===== config.mk =====
export PLATFORM = sky130hd
export DESIGN_NAME = seg_disp_sched
export DESIGN_NICKNAME = d
export VERILOG_FILES = /design/src/rtl/seg_sched_pkg.sv /design/src/rtl/seg_rr_arb.sv /design/src/rtl/seg_disp_sched.sv
export SDC_FILE = /design/constraint.sdc
export NUM_CORES = 1
export LEC_CHECK = 0
export BUFFER_PORTS_ARGS = -buffer_cell sky130_fd_sc_hd__buf_2
export CAP_MARGIN = 20
export CORE_UTILIZATION = 47
export DETAILED_ROUTE_END_ITERATION = 10
export PLACE_DENSITY = 0.77
export SLEW_MARGIN = 20
export SYNTH_ARGS = -nofsm -noshare
export SYNTH_HDL_FRONTEND = slang
export SYNTH_SLANG_ARGS = --single-unit

===== constraint.sdc =====
create_clock -name clk -period 2.4 [get_ports clk]
set_clock_uncertainty 0.15 [all_clocks]
set_input_delay 0.48 -clock clk [delete_from_list [all_inputs] [get_ports clk]]
set_output_delay 0.48 -clock clk [all_outputs]
set_load 0.01 [all_outputs]

===== src/rtl/seg_sched_pkg.sv =====
// Shared types and helpers for the 7-segment display frame scheduler.
package seg_sched_pkg;

  typedef enum logic [1:0] {
    IDLE,
    LOAD,
    START,
    SHIFT
  } sched_state_t;

  localparam int HEX_W   = 32;
  localparam int POINT_W = 8;
  localparam int LES_W   = 8;
  localparam int SW_W    = 1;

  // LSB position of client idx inside a packed per-client bus of the given field width.
  function automatic int slice_lsb(input int idx, input int width);
    return idx * width;
  endfunction

endpackage


===== src/rtl/seg_rr_arb.sv =====
// Frame-owner arbiter: combinational pick plus registered round-robin pointer.
// Build option SSEG_SCHED_PRIO_EN replaces round-robin with fixed lowest-index priority.
module seg_rr_arb
  import seg_sched_pkg::*;
#(
  parameter int N_CLIENTS = 2
) (
  input  logic                 clk,
  input  logic                 rst,
  input  logic [N_CLIENTS-1:0] req,
  input  logic                 advance,
  output logic [N_CLIENTS-1:0] sel,
  output logic                 valid
);

  assign valid = |req;

`ifdef SSEG_SCHED_PRIO_EN
  logic unused_ctrl;
  assign unused_ctrl = clk ^ rst ^ advance;

  for (genvar gi = 0; gi < N_CLIENTS; gi++) begin : g_prio
    localparam logic [N_CLIENTS-1:0] LOWER_MASK = N_CLIENTS'((1 << gi) - 1);
    assign sel[gi] = req[gi] & ~(|(req & LOWER_MASK));
  end
`else
  localparam int PTR_W = (N_CLIENTS > 1) ? $clog2(N_CLIENTS) : 1;

  logic [PTR_W-1:0] ptr_reg;
  logic [PTR_W-1:0] ptr_next;
  logic             found;

  // ptr_reg holds the first index to consider; the second pass handles the wrap to 0.
  always_comb begin
    sel      = '0;
    ptr_next = ptr_reg;
    found    = 1'b0;
    for (int i = 0; i < N_CLIENTS; i++) begin
      if (!found && req[i] && (PTR_W'(i) >= ptr_reg)) begin
        sel[i]   = 1'b1;
        found    = 1'b1;
        ptr_next = (i == N_CLIENTS - 1) ? '0 : PTR_W'(i + 1);
      end
    end
    for (int i = 0; i < N_CLIENTS; i++) begin
      if (!found && req[i]) begin
        sel[i]   = 1'b1;
        found    = 1'b1;
        ptr_next = (i == N_CLIENTS - 1) ? '0 : PTR_W'(i + 1);
      end
    end
  end

  always_ff @(posedge clk) begin
    if (!rst) begin
      ptr_reg <= '0;
    end else if (advance && valid) begin
      ptr_reg <= ptr_next;
    end
  end
`endif

endmodule


===== src/rtl/seg_disp_sched.sv =====
// Time-shares the serial 7-segment shifter among N_CLIENTS frame producers.
// Build option SSEG_SCHED_PRIO_EN selects fixed-priority arbitration (see seg_rr_arb).
module seg_disp_sched
  import seg_sched_pkg::*;
#(
  parameter int N_CLIENTS      = 2,
  parameter int REFRESH_CYCLES = 50000,
  parameter int SHIFT_CYCLES   = 160
) (
  input  logic                           clk,
  input  logic                           rst,
  input  logic [N_CLIENTS-1:0]           req,
  input  logic [HEX_W*N_CLIENTS-1:0]     c_hexs,
  input  logic [POINT_W*N_CLIENTS-1:0]   c_point,
  input  logic [LES_W*N_CLIENTS-1:0]     c_les,
  input  logic [N_CLIENTS-1:0]           c_txt,
  output logic [HEX_W-1:0]               Hexs,
  output logic [POINT_W-1:0]             point,
  output logic [LES_W-1:0]               LES,
  output logic                           SW0,
  output logic                           Start,
  output logic [N_CLIENTS-1:0]           grant,
  output logic                           busy
);

  localparam int TMR_W = (REFRESH_CYCLES > 1) ? $clog2(REFRESH_CYCLES) : 1;
  localparam int SFT_W = (SHIFT_CYCLES > 1) ? $clog2(SHIFT_CYCLES) : 1;
  localparam logic [TMR_W-1:0] TMR_LAST = TMR_W'(REFRESH_CYCLES - 1);
  localparam logic [SFT_W-1:0] SFT_LAST = SFT_W'(SHIFT_CYCLES - 1);

  sched_state_t         state_reg;
  logic [TMR_W-1:0]     timer_reg;
  logic [SFT_W-1:0]     shift_cnt_reg;
  logic                 pending_reg;
  logic [HEX_W-1:0]     hexs_reg;
  logic [POINT_W-1:0]   point_reg;
  logic [LES_W-1:0]     les_reg;
  logic                 sw0_reg;
  logic                 start_reg;
  logic                 busy_reg;
  logic [N_CLIENTS-1:0] grant_reg;

  logic                 timer_wrap;
  logic                 arb_advance;
  logic                 arb_valid;
  logic [N_CLIENTS-1:0] arb_sel;
  logic [N_CLIENTS-1:0] owner_oh;

  logic [N_CLIENTS-1:0][HEX_W-1:0]   hex_terms;
  logic [N_CLIENTS-1:0][POINT_W-1:0] point_terms;
  logic [N_CLIENTS-1:0][LES_W-1:0]   les_terms;
  logic [HEX_W-1:0]                  hex_next;
  logic [POINT_W-1:0]                point_next;
  logic [LES_W-1:0]                  les_next;
  logic                              sw0_next;

  assign timer_wrap  = (timer_reg == TMR_LAST);
  assign arb_advance = (state_reg == LOAD);
  // With nobody requesting, the last owner is refreshed; a zero grant yields an all-zero frame.
  assign owner_oh    = arb_valid ? arb_sel : grant_reg;

  seg_rr_arb #(
    .N_CLIENTS(N_CLIENTS)
  ) u_arb (
    .clk     (clk),
    .rst     (rst),
    .req     (req),
    .advance (arb_advance),
    .sel     (arb_sel),
    .valid   (arb_valid)
  );

  for (genvar gi = 0; gi < N_CLIENTS; gi++) begin : g_frame
    assign hex_terms[gi]   = owner_oh[gi] ? c_hexs[slice_lsb(gi, HEX_W) +: HEX_W] : '0;
    assign point_terms[gi] = owner_oh[gi] ? c_point[slice_lsb(gi, POINT_W) +: POINT_W] : '0;
    assign les_terms[gi]   = owner_oh[gi] ? c_les[slice_lsb(gi, LES_W) +: LES_W] : '0;
  end

  always_comb begin
    hex_next   = '0;
    point_next = '0;
    les_next   = '0;
    for (int i = 0; i < N_CLIENTS; i++) begin
      hex_next   = hex_next | hex_terms[i];
      point_next = point_next | point_terms[i];
      les_next   = les_next | les_terms[i];
    end
    sw0_next = |(owner_oh & c_txt);
  end

  always_ff @(posedge clk) begin
    if (!rst) begin
      state_reg     <= IDLE;
      timer_reg     <= '0;
      shift_cnt_reg <= '0;
      pending_reg   <= 1'b0;
      hexs_reg      <= '0;
      point_reg     <= '0;
      les_reg       <= '0;
      sw0_reg       <= 1'b0;
      start_reg     <= 1'b0;
      busy_reg      <= 1'b0;
      grant_reg     <= '0;
    end else begin
      timer_reg   <= timer_wrap ? '0 : timer_reg + TMR_W'(1);
      // A wrap on the LOAD-entry edge wins over the clear, so no refresh slot is dropped.
      pending_reg <= timer_wrap | (pending_reg & (state_reg != IDLE));
      start_reg   <= 1'b0;
      case (state_reg)
        IDLE: begin
          if (pending_reg) begin
            state_reg <= LOAD;
            busy_reg  <= 1'b1;
          end
        end
        LOAD: begin
          hexs_reg  <= hex_next;
          point_reg <= point_next;
          les_reg   <= les_next;
          sw0_reg   <= sw0_next;
          grant_reg <= owner_oh;
          start_reg <= 1'b1;
          state_reg <= START;
        end
        START: begin
          shift_cnt_reg <= '0;
          state_reg     <= SHIFT;
        end
        SHIFT: begin
          if (shift_cnt_reg == SFT_LAST) begin
            state_reg <= IDLE;
            busy_reg  <= 1'b0;
          end else begin
            shift_cnt_reg <= shift_cnt_reg + SFT_W'(1);
          end
        end
        default: state_reg <= IDLE;
      endcase
    end
  end

  assign Hexs  = hexs_reg;
  assign point = point_reg;
  assign LES   = les_reg;
  assign SW0   = sw0_reg;
  assign Start = start_reg;
  assign grant = grant_reg;
  assign busy  = busy_reg;

endmodule


==> flow_summary.yaml <==
run_status:
  run_status: "completed"
global_routing:
  grt_use_total_pct: 21.2
  grt_first_pass_wirelength_um: 12800
  antenna_found_initial: 0
  grt_pass1_vias: 2886
  gr-total-overflow: 0
  grt_max_degree: 50
placed_design:
  port_buffers: 154
  dp_hpwl_um: 6050
  dpl_cell_area_mm2: 0.00431
  gp_congestion: 0.782
  dp.cells: 578
  place_ws_ps: 149
sta:
  setup_ws_ps: 388
  slew_violations: 0
  worst_pin_slew_ps: 669
  hold_viol: 0
  setup_tns_ps: 0
  whs_ps: 165
  relSlewSlack_pct: 55.3
  post-route-min-period_ps: 2010
  fin_crit_sh_pct: 83.8
  rsz0062_at_grt: "no"
  setup_viol: 0
  max_freq_mhz: 497
yosys:
  synth_ff_type: "dfxtp_1"
  syn_nets: 453
  synth-async-reset-ratio_pct: 0
  synth-warning-count: 0
  synth-edff-count: 0
  synth_area_mm2: 0.00345
  syn_inst: 344
  synthTopCellsByArea: "dfxtp_1, a22o_1, a21o_1, xnor2_1, nor2_1"
  yosys.area.top_type: "dfxtp_1"
  synth_cell_type_count: 48
  synth.most_common_cell: "dfxtp_1"
  synth_commonest_cells: "dfxtp_1, a21o_1, a22o_1"
  syn_avg_cell_area_um2: 10.0
  yosysSeqAreaShare_pct: 47.0
  synth_top_area_share_pct: 47.0
  synth_seq_cells: 81
die:
  die_w_um: 87.7
  io_pins: 155
  fp.dieArea_mm2: 0.00769
  design.core.area_mm2: 0.00694
  die_h_um: 87.7
  placementRows: 30
  start_util_pct: 49.7
finish:
  post-route-util_pct: 65.3
  final_area_mm2: 0.00453
  drive_gt1_share_pct: 37.9
  syn_to_final_growth_pct: 31.4
  nets: 603
  fin_cells: 595
  largest_register_ffs: 32
  final-seq-area_mm2: 0.00162
  antenna_cells: 0
  fillers: 572
  multi_input_area_mm2: 0.00170
cts:
  clock-sinks: 81
  cts_tree: "done"
  clkSlewWorstSetupHoldPaths_ps: 80
  cts_resized: 0
  cts_hold_buffers: 0
  clk_path_buf_depth: 2
  cts-root-buf: "clkbuf_8"
  h-tree-depth: 3
  post_cts_buffers: 0
  cts_buffers: 9
  clock_latency_ps: 350
worst_hold_path:
  hp-class: "in2reg"
critical_path:
  crit_slowest_cell: "nor2_4"
  cp_max_fo: 26
  slowest_delay_ps: 570
  cp-start-kind: "flop"
  crit_chain: "inv_1 > ha_1 > nor2_4 > buf_16 > a22o_1 > a21o_1"
  worstPathArrival_ps: 2160
  cp.required_ps: 2540
  critPathKind: "reg2reg"
  cp-end-kind: "flop"
route:
  drc: 0
  drtIter0Drc: 122
  routed_via_density: 5.30
  ant_nets: 0
  first_pass_iters: 4
  wl_um: 8480
  wl_per_cell_um: 14.3
  vias: 3153
power:
  power_mw: 3.50
  p_per_area_mw_per_mm2: 772
  p_leak_nw: 2.45
  peakVddDrop_mv: 0.266
job:
  cap_violations: 0
## final timing paths
| check | start | end | slack, ps | depth (start not counted) |
|---|---|---|---|---|
| setup / recovery | state_reg[1] | Hexs[10] | 390 | 6 |
| hold / removal | c_hexs[40] | Hexs[8] | 170 | 2 |
| setup reg to reg | state_reg[1] | Hexs[10] | 390 | 6 |
| hold reg to reg | timer_reg[0] | timer_reg[0] | 320 | 1 |
## metal layers
metal	part of all wire (%)	wire length [um]	up-vias	global-route usage (%)
li1	-	-	1569	-
met1	43	3660	1478	24.2
met2	50	4260	96	38.2
met3	5.4	459	10	4.81
met4	1.2	99	0	8.94
met5	0	0	-	0
## logic make-up (layout without fill, tap and decap cells)
family / after synthesis / after routing / synth area share (%)
xor+xnor: 14 / 14 / 3.55
simple gates: 83 / 83 / 13.7
fa+ha+maj: 7 / 7 / 2.54
buf+inv: 31 / 186 / 4.32
mux: 2 / 2 / 0.580
flops: 81 / 81 / 47.0
compound gates: 126 / 126 / 28.3
## where the power goes
part / internal [mW] / switching, mW
clock: 0.506 / 0.474
combinational: 0.438 / 0.451
sequential: 1.53 / 0.0994
## layout make-up
| cell class | instances | area share, % |
|---|---|---|
| multi-input combinational | 232 | 37.5 |
| sequential | 81 | 35.8 |
| timing repair buffer | 159 | 18.8 |
| clock buffer | 11 | 3.12 |
| tap | 96 | 2.65 |
| clock inverter | 5 | 1.21 |
| inverter | 11 | 0.911 |
## cells in the final DEF, fill, tap and decap left out, types with 4 or more instances in the layout
master      n
buf_2     154
dfxtp_1    81
a21o_1     51
a22o_1     49
nor2_1     23
nand2_1    17
xnor2_1    13
inv_1      10
a21oi_1    10
clkbuf_8   10
nand3_1     7
nor3_1      7
ha_1        7
nand4_1     6
nor4_2      5
a31oi_1     4
## critical path, delay by kind of cell, from the launching register on
| family | cells | cell delay, ps |
|---|---|---|
| buffers and inverters | 2 | 340 |
| adder cells (fa/ha/maj) | 1 | 270 |
| flip-flops | 1 | 380 |
| AND/OR/NAND/NOR | 1 | 570 |
| AO/OA/AOI/OAI | 2 | 250 |
Note: power is estimated with default switching activity, not from simulation.
